--- src/rtl/mem_stage_pkg.sv ---
// Shared definitions for the memory stage: writeback select codes, FSM states, access sizes.
// Latency: n/a (types and pure functions only).
// Backpressure: n/a.
package mem_stage_pkg;

    // Writeback select encoding; loads use it to pick size and extension,
    // stores only use the three size codes.
    localparam logic [2:0] WB_SB  = 3'd0;
    localparam logic [2:0] WB_SH  = 3'd1;
    localparam logic [2:0] WB_W   = 3'd2;
    localparam logic [2:0] WB_ALU = 3'd3;
    localparam logic [2:0] WB_UB  = 3'd4;
    localparam logic [2:0] WB_UH  = 3'd5;

    typedef enum logic {
        ST_IDLE,
        ST_ACCESS
    } state_t;

    typedef enum logic [1:0] {
        SZ_BYTE,
        SZ_HALF,
        SZ_WORD
    } mem_size_t;

    // Access size implied by a writeback select; anything that is not a
    // byte or half code is treated as a full word.
    function automatic mem_size_t size_of(input logic [2:0] wbs_code);
        mem_size_t sz;
        case (wbs_code)
            WB_SB, WB_UB: sz = SZ_BYTE;
            WB_SH, WB_UH: sz = SZ_HALF;
            default:      sz = SZ_WORD;
        endcase
        return sz;
    endfunction

    // Natural alignment check on the low address bits.
    function automatic logic misaligned(input mem_size_t sz, input logic [1:0] addr_lo);
        logic bad;
        case (sz)
            SZ_HALF: bad = addr_lo[0];
            SZ_WORD: bad = (addr_lo != 2'b00);
            default: bad = 1'b0;
        endcase
        return bad;
    endfunction

endpackage

--- src/rtl/mem_stage_if.sv ---
// Data-memory request/response bus between the memory stage and the memory.
// Latency: request held until mem_ack; read data valid in the ack cycle.
// Backpressure: memory stretches the access by withholding mem_ack.
interface mem_stage_if #(parameter int WordSize = 32);
    logic                mem_req;
    logic                mem_we;
    logic [WordSize-1:0] mem_addr;
    logic [3:0]          mem_be;
    logic [WordSize-1:0] mem_wdata;
    logic                mem_ack;
    logic [WordSize-1:0] mem_rdata;

    modport master (
        output mem_req, mem_we, mem_addr, mem_be, mem_wdata,
        input  mem_ack, mem_rdata
    );

    modport slave (
        input  mem_req, mem_we, mem_addr, mem_be, mem_wdata,
        output mem_ack, mem_rdata
    );
endinterface

--- src/rtl/mem_stage_align.sv ---
// Byte-lane logic: byte enables, store data replication, load lane extraction.
// Latency: purely combinational.
// Backpressure: none.
module mem_align
    import mem_stage_pkg::*;
#(
    parameter int WordSize = 32
) (
    input  mem_size_t           size,
    input  logic [1:0]          addr_lo,
    input  logic [WordSize-1:0] st_data,
    input  logic [WordSize-1:0] rdata,
    output logic [3:0]          be,
    output logic [WordSize-1:0] wdata,
    output logic [WordSize-1:0] rdata_ext
);

    logic [WordSize-1:0] rdata_shift;

    // Bring the addressed lane down to bit 0; word accesses are aligned so the shift is zero.
    assign rdata_shift = rdata >> {addr_lo, 3'b000};

    // Lane selection per access size; upper result bits stay zero so writeback owns extension.
    always_comb begin
        be        = 4'b1111;
        wdata     = st_data;
        rdata_ext = rdata_shift;
        case (size)
            SZ_BYTE: begin
                be        = 4'b0001 << addr_lo;
                wdata     = {4{st_data[7:0]}};
                rdata_ext = {{(WordSize-8){1'b0}}, rdata_shift[7:0]};
            end
            SZ_HALF: begin
                be        = 4'b0011 << addr_lo;
                wdata     = {2{st_data[15:0]}};
                rdata_ext = {{(WordSize-16){1'b0}}, rdata_shift[15:0]};
            end
            default: begin
                be        = 4'b1111;
                wdata     = st_data;
                rdata_ext = rdata_shift;
            end
        endcase
    end

endmodule

--- src/rtl/mem_stage.sv ---
// Pipeline memory stage: passes ALU results, performs one load/store at a time on the data bus.
// Latency: 1 cycle for ALU ops; loads/stores retire on the mem_ack edge.
// Backpressure: stall high while an access waits for mem_ack; upstream op is taken once back in IDLE.
module mem_stage
    import mem_stage_pkg::*;
#(
    parameter int WordSize = 32
) (
    input  logic                clk,
    input  logic                rstn,
    input  logic                valid_in,
    input  logic                is_load,
    input  logic                is_store,
    input  logic [2:0]          wbs_in,
    input  logic [4:0]          rdn_in,
    input  logic [WordSize-1:0] alu_in,
    input  logic [WordSize-1:0] st_data,
    output logic                stall,
    output logic                misalign,
    mem_stage_if.master         mem,
    output logic [2:0]          wbs,
    output logic [4:0]          rdn,
    output logic [WordSize-1:0] alu_out,
    output logic [WordSize-1:0] mrd
);

    state_t              state_q, state_d;
    logic                access;
    logic                cap_en;
    logic                cap_load;
    logic [2:0]          cap_wbs;
    logic [4:0]          cap_rdn;
    logic [WordSize-1:0] cap_addr;
    logic [WordSize-1:0] cap_data;
    mem_size_t           cap_size;

    logic [2:0]          wbs_d;
    logic [4:0]          rdn_d;
    logic [WordSize-1:0] alu_d;
    logic [WordSize-1:0] mrd_d;
    logic                mis_d;

    logic [3:0]          lane_be;
    logic [WordSize-1:0] lane_wdata;
    logic [WordSize-1:0] rdata_ext;

    assign access   = (state_q == ST_ACCESS);
    assign cap_size = size_of(cap_wbs);

    mem_align #(.WordSize(WordSize)) u_align (
        .size      (cap_size),
        .addr_lo   (cap_addr[1:0]),
        .st_data   (cap_data),
        .rdata     (mem.mem_rdata),
        .be        (lane_be),
        .wdata     (lane_wdata),
        .rdata_ext (rdata_ext)
    );

    // Bus outputs come only from the captured op and are zero outside an access,
    // so an asynchronous reset drops the request immediately.
    assign mem.mem_req   = access;
    assign mem.mem_we    = access & ~cap_load;
    assign mem.mem_addr  = access ? {cap_addr[WordSize-1:2], 2'b00} : '0;
    assign mem.mem_be    = access ? lane_be : 4'b0000;
    assign mem.mem_wdata = access ? lane_wdata : '0;
    assign stall         = access & ~mem.mem_ack;

    // State register.
    always_ff @(posedge clk or negedge rstn) begin
        if (!rstn) begin
            state_q <= ST_IDLE;
        end else begin
            state_q <= state_d;
        end
    end

    // Next state, capture enable and next writeback values; bubble unless something retires.
    always_comb begin
        state_d = state_q;
        cap_en  = 1'b0;
        wbs_d   = WB_ALU;
        rdn_d   = '0;
        alu_d   = '0;
        mrd_d   = '0;
        mis_d   = 1'b0;
        case (state_q)
            ST_IDLE: begin
                if (valid_in) begin
                    if (!(is_load || is_store)) begin
                        wbs_d = wbs_in;
                        rdn_d = rdn_in;
                        alu_d = alu_in;
                    end else if (misaligned(size_of(wbs_in), alu_in[1:0])) begin
                        mis_d = 1'b1;
                    end else begin
                        cap_en  = 1'b1;
                        state_d = ST_ACCESS;
                    end
                end
            end
            ST_ACCESS: begin
                if (mem.mem_ack) begin
                    state_d = ST_IDLE;
                    if (cap_load) begin
                        wbs_d = cap_wbs;
                        rdn_d = cap_rdn;
                        alu_d = cap_addr;
                        mrd_d = rdata_ext;
                    end
                end
            end
            default: state_d = ST_IDLE;
        endcase
    end

    // Capture the accepted memory op; a simultaneous load+store flag is a load.
    always_ff @(posedge clk or negedge rstn) begin
        if (!rstn) begin
            cap_load <= 1'b0;
            cap_wbs  <= WB_ALU;
            cap_rdn  <= '0;
            cap_addr <= '0;
            cap_data <= '0;
        end else if (cap_en) begin
            cap_load <= is_load;
            cap_wbs  <= wbs_in;
            cap_rdn  <= rdn_in;
            cap_addr <= alu_in;
            cap_data <= st_data;
        end
    end

    // Registered results towards writeback plus the one-cycle misalign pulse.
    always_ff @(posedge clk or negedge rstn) begin
        if (!rstn) begin
            wbs      <= WB_ALU;
            rdn      <= '0;
            alu_out  <= '0;
            mrd      <= '0;
            misalign <= 1'b0;
        end else begin
            wbs      <= wbs_d;
            rdn      <= rdn_d;
            alu_out  <= alu_d;
            mrd      <= mrd_d;
            misalign <= mis_d;
        end
    end

endmodule

--- src/flat_wrapper.sv ---
// flat-port wrapper written by rule: the top's interface ports become plain ports
module mem_stage_flat import mem_stage_pkg::*;
#(
    parameter int WordSize = 32
)
  (clk, rstn, valid_in, is_load, is_store, wbs_in, rdn_in, alu_in, st_data, stall, misalign, wbs, rdn, alu_out, mrd, mem_mem_req, mem_mem_we, mem_mem_addr, mem_mem_be, mem_mem_wdata, mem_mem_ack, mem_mem_rdata);
  mem_stage_if #(.WordSize(WordSize)) mem_i ();
  input  logic clk;
  input  logic rstn;
  input  logic valid_in;
  input  logic is_load;
  input  logic is_store;
  input  logic [2:0] wbs_in;
  input  logic [4:0] rdn_in;
  input  logic [WordSize-1:0] alu_in;
  input  logic [WordSize-1:0] st_data;
  output logic stall;
  output logic misalign;
  output logic [2:0] wbs;
  output logic [4:0] rdn;
  output logic [WordSize-1:0] alu_out;
  output logic [WordSize-1:0] mrd;
  output wire logic [$bits(mem_i.mem_req)-1:0] mem_mem_req;
  output wire logic [$bits(mem_i.mem_we)-1:0] mem_mem_we;
  output wire logic [$bits(mem_i.mem_addr)-1:0] mem_mem_addr;
  output wire logic [$bits(mem_i.mem_be)-1:0] mem_mem_be;
  output wire logic [$bits(mem_i.mem_wdata)-1:0] mem_mem_wdata;
  input wire logic [$bits(mem_i.mem_ack)-1:0] mem_mem_ack;
  input wire logic [$bits(mem_i.mem_rdata)-1:0] mem_mem_rdata;
  assign mem_mem_req = mem_i.mem_req;
  assign mem_mem_we = mem_i.mem_we;
  assign mem_mem_addr = mem_i.mem_addr;
  assign mem_mem_be = mem_i.mem_be;
  assign mem_mem_wdata = mem_i.mem_wdata;
  assign mem_i.mem_ack = mem_mem_ack;
  assign mem_i.mem_rdata = mem_mem_rdata;
  mem_stage #(.WordSize(WordSize)) u_core (.clk(clk), .rstn(rstn), .valid_in(valid_in), .is_load(is_load), .is_store(is_store), .wbs_in(wbs_in), .rdn_in(rdn_in), .alu_in(alu_in), .st_data(st_data), .stall(stall), .misalign(misalign), .mem(mem_i), .wbs(wbs), .rdn(rdn), .alu_out(alu_out), .mrd(mrd));
endmodule
--- config.mk ---
export PLATFORM = sky130hd
export DESIGN_NAME = mem_stage_flat
export DESIGN_NICKNAME = d
export VERILOG_FILES = /design/src/rtl/mem_stage_pkg.sv /design/src/rtl/mem_stage_if.sv /design/src/rtl/mem_stage_align.sv /design/src/rtl/mem_stage.sv /design/src/flat_wrapper.sv
export SDC_FILE = /design/constraint.sdc
export NUM_CORES = 1
export LEC_CHECK = 0
export BUFFER_PORTS_ARGS = -buffer_cell sky130_fd_sc_hd__buf_2
export CORE_ASPECT_RATIO = 1.4
export CORE_MARGIN = 2
export CORE_UTILIZATION = 49
export CTS_BUF_LIST = sky130_fd_sc_hd__clkbuf_4 sky130_fd_sc_hd__clkbuf_8
export CTS_CLUSTER_DIAMETER = 40
export DETAILED_ROUTE_END_ITERATION = 10
export GPL_TIMING_DRIVEN = 0
export PLACE_DENSITY = 0.91
export SYNTH_ARGS = -nofsm -noshare
export SYNTH_HDL_FRONTEND = slang
export SYNTH_SLANG_ARGS = --single-unit
--- constraint.sdc ---
create_clock -name clk -period 2.8 [get_ports clk]
set_input_delay 0.28 -clock clk [delete_from_list [all_inputs] [get_ports clk]]
set_output_delay 0.28 -clock clk [all_outputs]
set_load 0.1 [all_outputs]
==> flow_summary.toml, run 1 <==
[worst_setup_path]
rr_worst_depth = 4
path_max_fanout = 10
start_kind = "flip-flop"
timing.reg2reg.setup_slack_ns = 0.68
cp.arrival_ns = 2.37
critPathKind = "flip-flop to primary output"
rr_startpoint = "u_core.mem.mem_req"
worstReg2RegEnd = "u_core.cap_data[5]"
worstSetupEndpointType = "primary output"
crit_end = "mem_mem_wdata[23]"
crit_start = "u_core.cap_wbs[1]"
crit_required_ns = 2.52

[floorplanning]
io_pins = 254
coreArea_um2 = 13260
num_rows = 50
die_h_um = 141.0
die_w_um = 101.8
die-area_um2 = 14360
start_util_pct = 49.52

[flow_run]
maxCapViolations = 0

[synth]
synth_cell_types = 37
ys_ff_latch = 147
syn_area_per_cell_um2 = 12.44
synth_area_um2 = 6568
synth-edff-count = 0
synth.yosys.seq_area_share_pct = 56.09
syn-instance-count = 528
ys_async_sr_fraction_pct = 100.0
yosys_most_used_dff = "dfrtp_1"
yosys_warnings = 0

[pwr]
powerDensity_nw_per_um2 = 848.8
peakVddDrop_v = 0.0004976
power_mw = 7.309
leakage_nw = 4.411

[cts]
cts_setup_buffers = 0
cts_sinks = 147
cts_tree = "done"
cts_buffers = 17
cts.clk_slew.worst_paths_ns = 0.09
clockRootBuffer = "clkbuf_8"
htreeDepth = 4
cts_buffer_depth = 2
clock_latency_ns = 0.44

[drt]
detail-route-antenna-nets = 0
drt_first_pass_iters = 6
routedWlPerCell_um = 19.28
wl_um = 19240
vias = 5302
first_iter_violations = 209
drc_errors = 0
viasPerCell = 5.313

[grt]
grt_pass1_wl_um = 29480
antenna_found_initial = 1
grt.total_usage_pct = 26.96
grt_max_degree = 82
grt_overflow = 0
grt_pass1_vias = 5713

[timing]
rsz0062_at_grt = "no"
setup_viol = 0
relSlewSlack_pct = 41.23
fmax_mhz = 377.0
tns_ns = 0
finClkSkew_ns = 0.01123
drv_slew = 0
fin_crit_sh_pct = 94.74
layout_min_cycle_time_ns = 2.653
worst_pin_slew_ns = 0.8793
hold_violations = 0

[placement]
dpl.hpwl_um = 14190
placed_area_um2 = 8154
io_buffer_count = 251
place_congestion = 0.9094

[finish]
fin_util_pct = 64.92
area_delta_synth_final_pct = 31.11
final_common_cell = "buf_2"
final_cell_mix = "256 x buf_2, 143 x dfrtp_1, 60 x mux2_2"
finalNetCount = 911
drive_above_1_share_pct = 49.39
fin_area_um2 = 8611
fill_cells = 1050

[min_path]
hold_class = "input port to flip-flop"
holdPathStages = 2

[run_status]
status = "completed"
repair_timing:
item	4_1_cts	5_1_grt
hold buffers	1	0
resized for setup	4	6
hold endpoints to repair	66	0
setup endpoints to repair	19	8
pin swaps	0	0
critical path, cell delays in order (launching register included):
cell and delay (ns):
dfstp_2 0.52, clkbuf_1 0.28, buf_2 0.38, mux2i_1 0.17
nor2b_2 0.15, buf_2 0.44
cells by family after synthesis:
kind of cell,Yosys count,synth area share [%]
AO/OA/AOI/OAI,103,11.91
buffers and inverters,44,3.524
flip-flops,147,56.09
multiplexers,101,17.22
other,1,0.05710
AND/OR/NAND/NOR,132,11.20
per-layer routing:
metal  vias up  track usage (%)  wire [um]
li1       2394                -          -
met1      2609            30.13       7242
met2       235            46.54      10130
met3        64            6.197       1040
met4         0            15.09        828
met5         -                0          0
how the worst min path moves through the flow:
stage                                 start  slack [ns]                  end
final                           st_data[10]        0.06  u_core.cap_data[10]
after global routing            st_data[10]        0.04  u_core.cap_data[10]
after CTS                       st_data[10]        0.04  u_core.cap_data[10]
after detailed placement               rstn        0.32   u_core.alu_out[22]
after global placement    u_core.cap_rdn[4]        0.47        u_core.rdn[4]
after floorplan                        rstn       -0.02    u_core.alu_out[0]
area by class of cell:
cell class	instances	area [um^2]	share of cell area, %
antenna	2	5.005	0.05812
buffer	42	232.7	2.703
clock buffer	17	234.0	2.717
clock inverter	15	196.4	2.281
inverter	2	7.507	0.08718
multi-input combinational	338	2721	31.60
sequential	147	3684	42.78
tap	182	227.7	2.645
timing repair buffer	253	1303	15.13
Yosys cell counts (all sizes together), types with 4 or more instances:
cell,number,area share (%)
a21oi,4,0.30
dfstp,4,1.6
clkbuf,23,1.3
mux2,69,12
o21a,4,0.46
o21ai,18,1.4
a2bb2oi,8,1.1
and2,55,5.2
nor2b,20,1.9
nand2,18,1.0
dfrtp,143,54
nor2,27,1.5
mux2i,32,4.9
a22o,38,5.1
a211oi,16,1.8
buf,19,2.1
a21boi,9,1.0
power by group:
part | total (mW) | switching, mW | leakage (nW) | internal (mW)
sequential | 2.71 | 0.245 | 1.87 | 2.47
clock | 1.81 | 0.897 | 0.213 | 0.908
combinational | 2.79 | 2.05 | 2.33 | 0.738
total | 7.31 | 3.20 | 4.41 | 4.11
state kept, by name (all words and copies together), names as in the netlist:
signal	flops
u_core.cap_data	32
u_core.alu_out	32
u_core.mem.mem_req	1
u_core.wbs	3
u_core.cap_rdn	5
u_core.cap_addr	32
u_core.misalign	1
u_core.mrd	32
u_core.cap_wbs	3
u_core.cap_load	1
u_core.rdn	5
through the flow:
stage / worst slack (ns) / std cells / hold slack [ns]
2_1_floorplan: 0.2108 / 529 / -0.01559
3_3_place_gp: -0.6042 / 962 / 0.4705
3_5_place_dp: 0.3037 / 963 / 0.3184
4_1_cts: 0.008129 / 996 / 0.03832
5_1_grt: 0.008234 / 996 / 0.04118
6_report: 0.1473 / 998 / 0.05975
Power figures use the tool's default switching activity.
==> run 2, diff against run 1 <==
--- a/config.mk
+++ b/config.mk
@@ -14,6 +14,7 @@
 export DETAILED_ROUTE_END_ITERATION = 10
 export GPL_TIMING_DRIVEN = 0
 export PLACE_DENSITY = 0.91
+export RECOVER_POWER = 25
 export SYNTH_ARGS = -nofsm -noshare
 export SYNTH_HDL_FRONTEND = slang
 export SYNTH_SLANG_ARGS = --single-unit
==> flow_summary.toml, run 2 (synthesized netlist as in run 1, its figures left out) <==
[worst_setup_path]
cpMostUsedCell = "buf_2"
rr_worst_depth = 4
max_stage_delay_ns = 0.52
timing.reg2reg.setup_slack_ns = 0.67
slowest_stage = "dfstp_2"
rr_startpoint = "u_core.mem.mem_req"
path_max_fanout = 10
cp_top_family = "buffers and inverters"
crit_chain = "clkbuf_1 > buf_2 > mux2i_1 > nor2b_2 > buf_2"
cp.buffers_inverters = 3
critPathKind = "flip-flop to primary output"
cp.arrival_ns = 2.38
worstSetupEndpointType = "primary output"
worstReg2RegEnd = "u_core.cap_data[5]"
start_kind = "flip-flop"
crit_required_ns = 2.52

[floorplanning]
die-area_um2 = 14360
num_rows = 50
start_util_pct = 49.52
io_pins = 254
coreArea_um2 = 13260
die_h_um = 141.0
die_w_um = 101.8

[pwr]
leakage_nw = 4.403
powerDensity_nw_per_um2 = 850.7
peakVddDrop_v = 0.0004982

[finish]
fill_cells = 1054
fin_cells = 998
fin_util_pct = 64.75
drive_above_1_share_pct = 49.39
final_common_cell = "buf_2"
finalNetCount = 911
area_delta_synth_final_pct = 30.77
final_cell_mix = "256 x buf_2, 143 x dfrtp_1, 60 x mux2_2"

[drt]
vias = 5323
routedWlPerCell_um = 19.28
first_iter_violations = 194
wl_um = 19240
viasPerCell = 5.334
detail-route-antenna-nets = 0
drt_first_pass_iters = 4
drc_errors = 0

[timing]
drv_slew = 68
layout_min_cycle_time_ns = 2.656
fin_crit_sh_pct = 94.84
worst_pin_slew_ns = 1.644
tns_ns = 0
hold_slack_ns = 0.05834
finalWorstSetupSlack_ns = 0.1445
relSlewSlack_pct = -9.612
setup_viol = 0
rsz0062_at_grt = "no"
finClkSkew_ns = 0.01126
hold_violations = 0
fmax_mhz = 376.6

[grt]
grt_overflow = 0
grt.total_usage_pct = 26.96
antenna_found_initial = 1
grt_pass1_vias = 5713
grt_max_degree = 82
grt_pass1_wl_um = 29480

[min_path]
worstHoldStart = "st_data[10]"
hold_end = "u_core.cap_data[10]"
holdPathStages = 2
hold_class = "input port to flip-flop"

[placement]
placed_cells = 963
dp_slack_ns = 0.3037
place_congestion = 0.9094
dpl.hpwl_um = 14190
io_buffer_count = 251

[cts]
cts.clk_slew.worst_paths_ns = 0.09
cts_setup_buffers = 0
clockRootBuffer = "clkbuf_8"
cts_buffers = 17
cts_buffer_depth = 2
clock_latency_ns = 0.45
htreeDepth = 4
cts_sinks = 147
cts_tree = "done"

[run_status]
violations = "capacitance limit, slew limit"
status = "finished, violations left"

[flow_run]
maxCapViolations = 1
run 2: layer usage:
layer | vias up | part of all wire [%] | global-route usage [%]
met5 | - | 0 | 0
met3 | 65 | 5.6 | 6.197
met2 | 252 | 53 | 46.54
met1 | 2607 | 37 | 30.13
li1 | 2399 | - | -
met4 | 0 | 4.3 | 15.09
run 2: worst reg2reg max path: stages (launching register included):
cell and delay [ns]:
dfrtp_1 0.50, nand2b_4 0.22, nor4_4 0.67, buf_6 0.27
mux2_2 0.36
run 2: how the worst max path moves through the flow:
stage	start	end	depth (start not counted)
global route	u_core.cap_wbs[1]	mem_mem_wdata[12]	5
CTS	u_core.cap_addr[1]	mem_mem_be[2]	5
global placement	rstn	u_core.cap_data[18]	1
floorplan	u_core.mem.mem_req	mem_mem_addr[17]	3
detailed placement	u_core.cap_wbs[1]	mem_mem_wdata[23]	5
finish	u_core.cap_wbs[1]	mem_mem_wdata[23]	5
run 2: power by group:
| group | switching [mW] | total (mW) | internal, mW |
|---|---|---|---|
| clock | 0.901 | 1.81 | 0.908 |
| sequential | 0.245 | 2.71 | 2.47 |
| combinational | 2.05 | 2.79 | 0.734 |
run 2: repair_timing:
action	CTS	global route
endpoints found under the setup margin	19	8
resized for setup	4	6
hold endpoints to repair	66	0
hold buffers	1	0
run 2: metrics by stage:
stage / power, mW / instance area [um^2]
after CTS: 7.329 / 8600
final: 7.306 / 8588
after global routing: 7.580 / 8583
after floorplan: 4.914 / 6630
after global placement: 5.453 / 8114
after detailed placement: 5.531 / 8154
run 2: area by class of cell:
| type | count | area (um^2) | area share (%) |
|---|---|---|---|
| inverters | 2 | 7.507 | 0.08741 |
| flip-flops and latches | 147 | 3684 | 42.89 |
| well taps | 182 | 227.7 | 2.652 |
| multi-input cells | 338 | 2721 | 31.69 |
| clock buffers | 17 | 234.0 | 2.724 |
| repair buffers | 253 | 1280 | 14.90 |
| plain buffers | 42 | 232.7 | 2.710 |
| clock inverters | 15 | 196.4 | 2.287 |
| diodes | 2 | 5.005 | 0.05828 |
==> run 3, diff against run 2 <==
--- a/config.mk
+++ b/config.mk
@@ -5,15 +5,15 @@
 export SDC_FILE = /design/constraint.sdc
 export NUM_CORES = 1
 export LEC_CHECK = 0
-export BUFFER_PORTS_ARGS = -buffer_cell sky130_fd_sc_hd__buf_2
+export BUFFER_PORTS_ARGS = -buffer_cell sky130_fd_sc_hd__buf_4
 export CORE_ASPECT_RATIO = 1.4
 export CORE_MARGIN = 2
-export CORE_UTILIZATION = 49
+export CORE_UTILIZATION = 54
 export CTS_BUF_LIST = sky130_fd_sc_hd__clkbuf_4 sky130_fd_sc_hd__clkbuf_8
 export CTS_CLUSTER_DIAMETER = 40
 export DETAILED_ROUTE_END_ITERATION = 10
 export GPL_TIMING_DRIVEN = 0
-export PLACE_DENSITY = 0.91
+export PLACE_DENSITY = 0.95
 export RECOVER_POWER = 25
 export SYNTH_ARGS = -nofsm -noshare
 export SYNTH_HDL_FRONTEND = slang
==> flow_summary.toml, run 3 (synthesized netlist as in run 1, its figures left out) <==
[floorplanning]
die_w_um = 97.21
die_h_um = 134.5
io_pins = 254
start_util_pct = 55.56
coreArea_um2 = 11820
die-area_um2 = 13070
num_rows = 47

[flow_run]
maxCapViolations = 1

[cts]
htreeDepth = 4
cts_sinks = 147
cts_tree = "done"
clockRootBuffer = "clkbuf_8"
cts_buffers = 17
cts_buffer_depth = 2
cts.clk_slew.worst_paths_ns = 0.09
clock_latency_ns = 0.44
cts_setup_buffers = 0

[finish]
final_cell_mix = "252 x buf_4, 143 x dfrtp_1, 60 x mux2_2"
area_delta_synth_final_pct = 39.17
antenna_cells = 0
finalNetCount = 911
drive_above_1_share_pct = 48.77
final_common_cell = "buf_4"

[worst_setup_path]
cp.arrival_ns = 2.38
crit_required_ns = 2.52
crit_chain = "buf_1 > mux2i_1 > o21ai_0 > and2_1 > buf_4"
path_max_fanout = 10
worstSetupEndpointType = "primary output"
start_kind = "flip-flop"
cp.buffers_inverters = 2
timing.reg2reg.setup_slack_ns = 0.69
slowest_stage = "buf_1"
cp_top_family = "buffers and inverters"
critPathKind = "flip-flop to primary output"
max_stage_delay_ns = 0.58

[drt]
viasPerCell = 5.694
drt_first_pass_iters = 5
drc_errors = 0
detail-route-antenna-nets = 0
routedWlPerCell_um = 20.35
wl_um = 19560
vias = 5472
first_iter_violations = 230

[timing]
finClkSkew_ns = 0.01253
worst_pin_slew_ns = 1.630
fmax_mhz = 376.5
hold_slack_ns = 0.06918
rsz0062_at_grt = "no"
tns_ns = 0
layout_min_cycle_time_ns = 2.656
fin_crit_sh_pct = 94.87
relSlewSlack_pct = -8.643
setup_viol = 0
drv_slew = 67
hold_violations = 0

[grt]
grt.total_usage_pct = 29.74
grt_overflow = 0
grt_pass1_vias = 5689
grt_max_degree = 83
grt_pass1_wl_um = 30330
antenna_found_initial = 0

[placement]
io_buffer_count = 251
place_congestion = 0.9177
dpl.hpwl_um = 14600

[pwr]
peakVddDrop_v = 0.0005234
p_seq_share_pct = 36.8
leakage_nw = 4.475
swShare_pct = 43.18
switchingPower_mw = 3.186
p_int_mw = 4.192
powerDensity_nw_per_um2 = 807.2
combPwrFrac_pct = 40.0
pwr-share-clk_pct = 23.2

[min_path]
hold_class = "input port to flip-flop"

[run_status]
status = "finished, violations left"
violations = "capacitance limit, slew limit"
-- run 3: per-stage QoR --
step	power [mW]	util [%]	instances	instance area [um^2]	setup WS (ns)
3_3_place_gp	5.595	73.59	927	8698	0.5231
6_report	7.378	77.33	961	9140	0.1436
3_5_place_dp	5.695	73.85	928	8730	0.4819
5_1_grt	7.642	77.33	961	9140	0.01734
2_1_floorplan	4.914	-	529	6630	0.2108
4_1_cts	7.400	77.45	961	9155	0.1226
-- run 3: repair_timing --
| item | 4_1_cts | 5_1_grt |
|---|---|---|
| gates cloned | 0 | 0 |
| hold buffers | 1 | 0 |
| endpoints found under the hold margin | 65 | 0 |
| endpoints found under the setup margin | 2 | 1 |
| gates resized for setup | 1 | 2 |
-- run 3: power by group through the flow --
| stage | logic, mW | clock network, mW | registers [mW] |
|---|---|---|---|
| floorplan | 1.85 | 0 | 3.07 |
| global placement | 2.88 | 0 | 2.72 |
| detailed placement | 2.95 | 0 | 2.75 |
| CTS | 2.96 | 1.73 | 2.71 |
| global route | 3.07 | 1.82 | 2.76 |
| finish | 2.95 | 1.71 | 2.72 |
-- run 3: final cells by class --
cell class / count / area [um^2]
inverters: 2 / 7.507
fillers: 735 / 2680
plain buffers: 42 / 226.5
clock buffers: 18 / 247.7
multi-input cells: 338 / 2721
well taps: 147 / 183.9
flip-flops and latches: 147 / 3684
repair buffers: 253 / 1903
clock inverters: 14 / 166.4
-- run 3: layer usage --
layer,track usage [%],part of all wire (%),vias up
met1,33.32,36,2727
met4,10.95,3.2,0
met2,55.13,54,287
li1,-,-,2411
met3,6.832,6.7,47
met5,0,0,-
-- run 3: path summary, 6_finish.rpt --
kind | from | endpoint | cells past startpoint
min in group asynchronous | rstn | u_core.alu_out[23] | 2
max in group asynchronous | rstn | u_core.cap_data[25] | 3
min reg2reg | u_core.cap_rdn[3] | u_core.rdn[3] | 1
max | u_core.cap_wbs[0] | mem_mem_wdata[24] | 5
max reg2reg | u_core.mem.mem_req | u_core.cap_data[8] | 4
min | alu_in[4] | u_core.alu_out[4] | 2
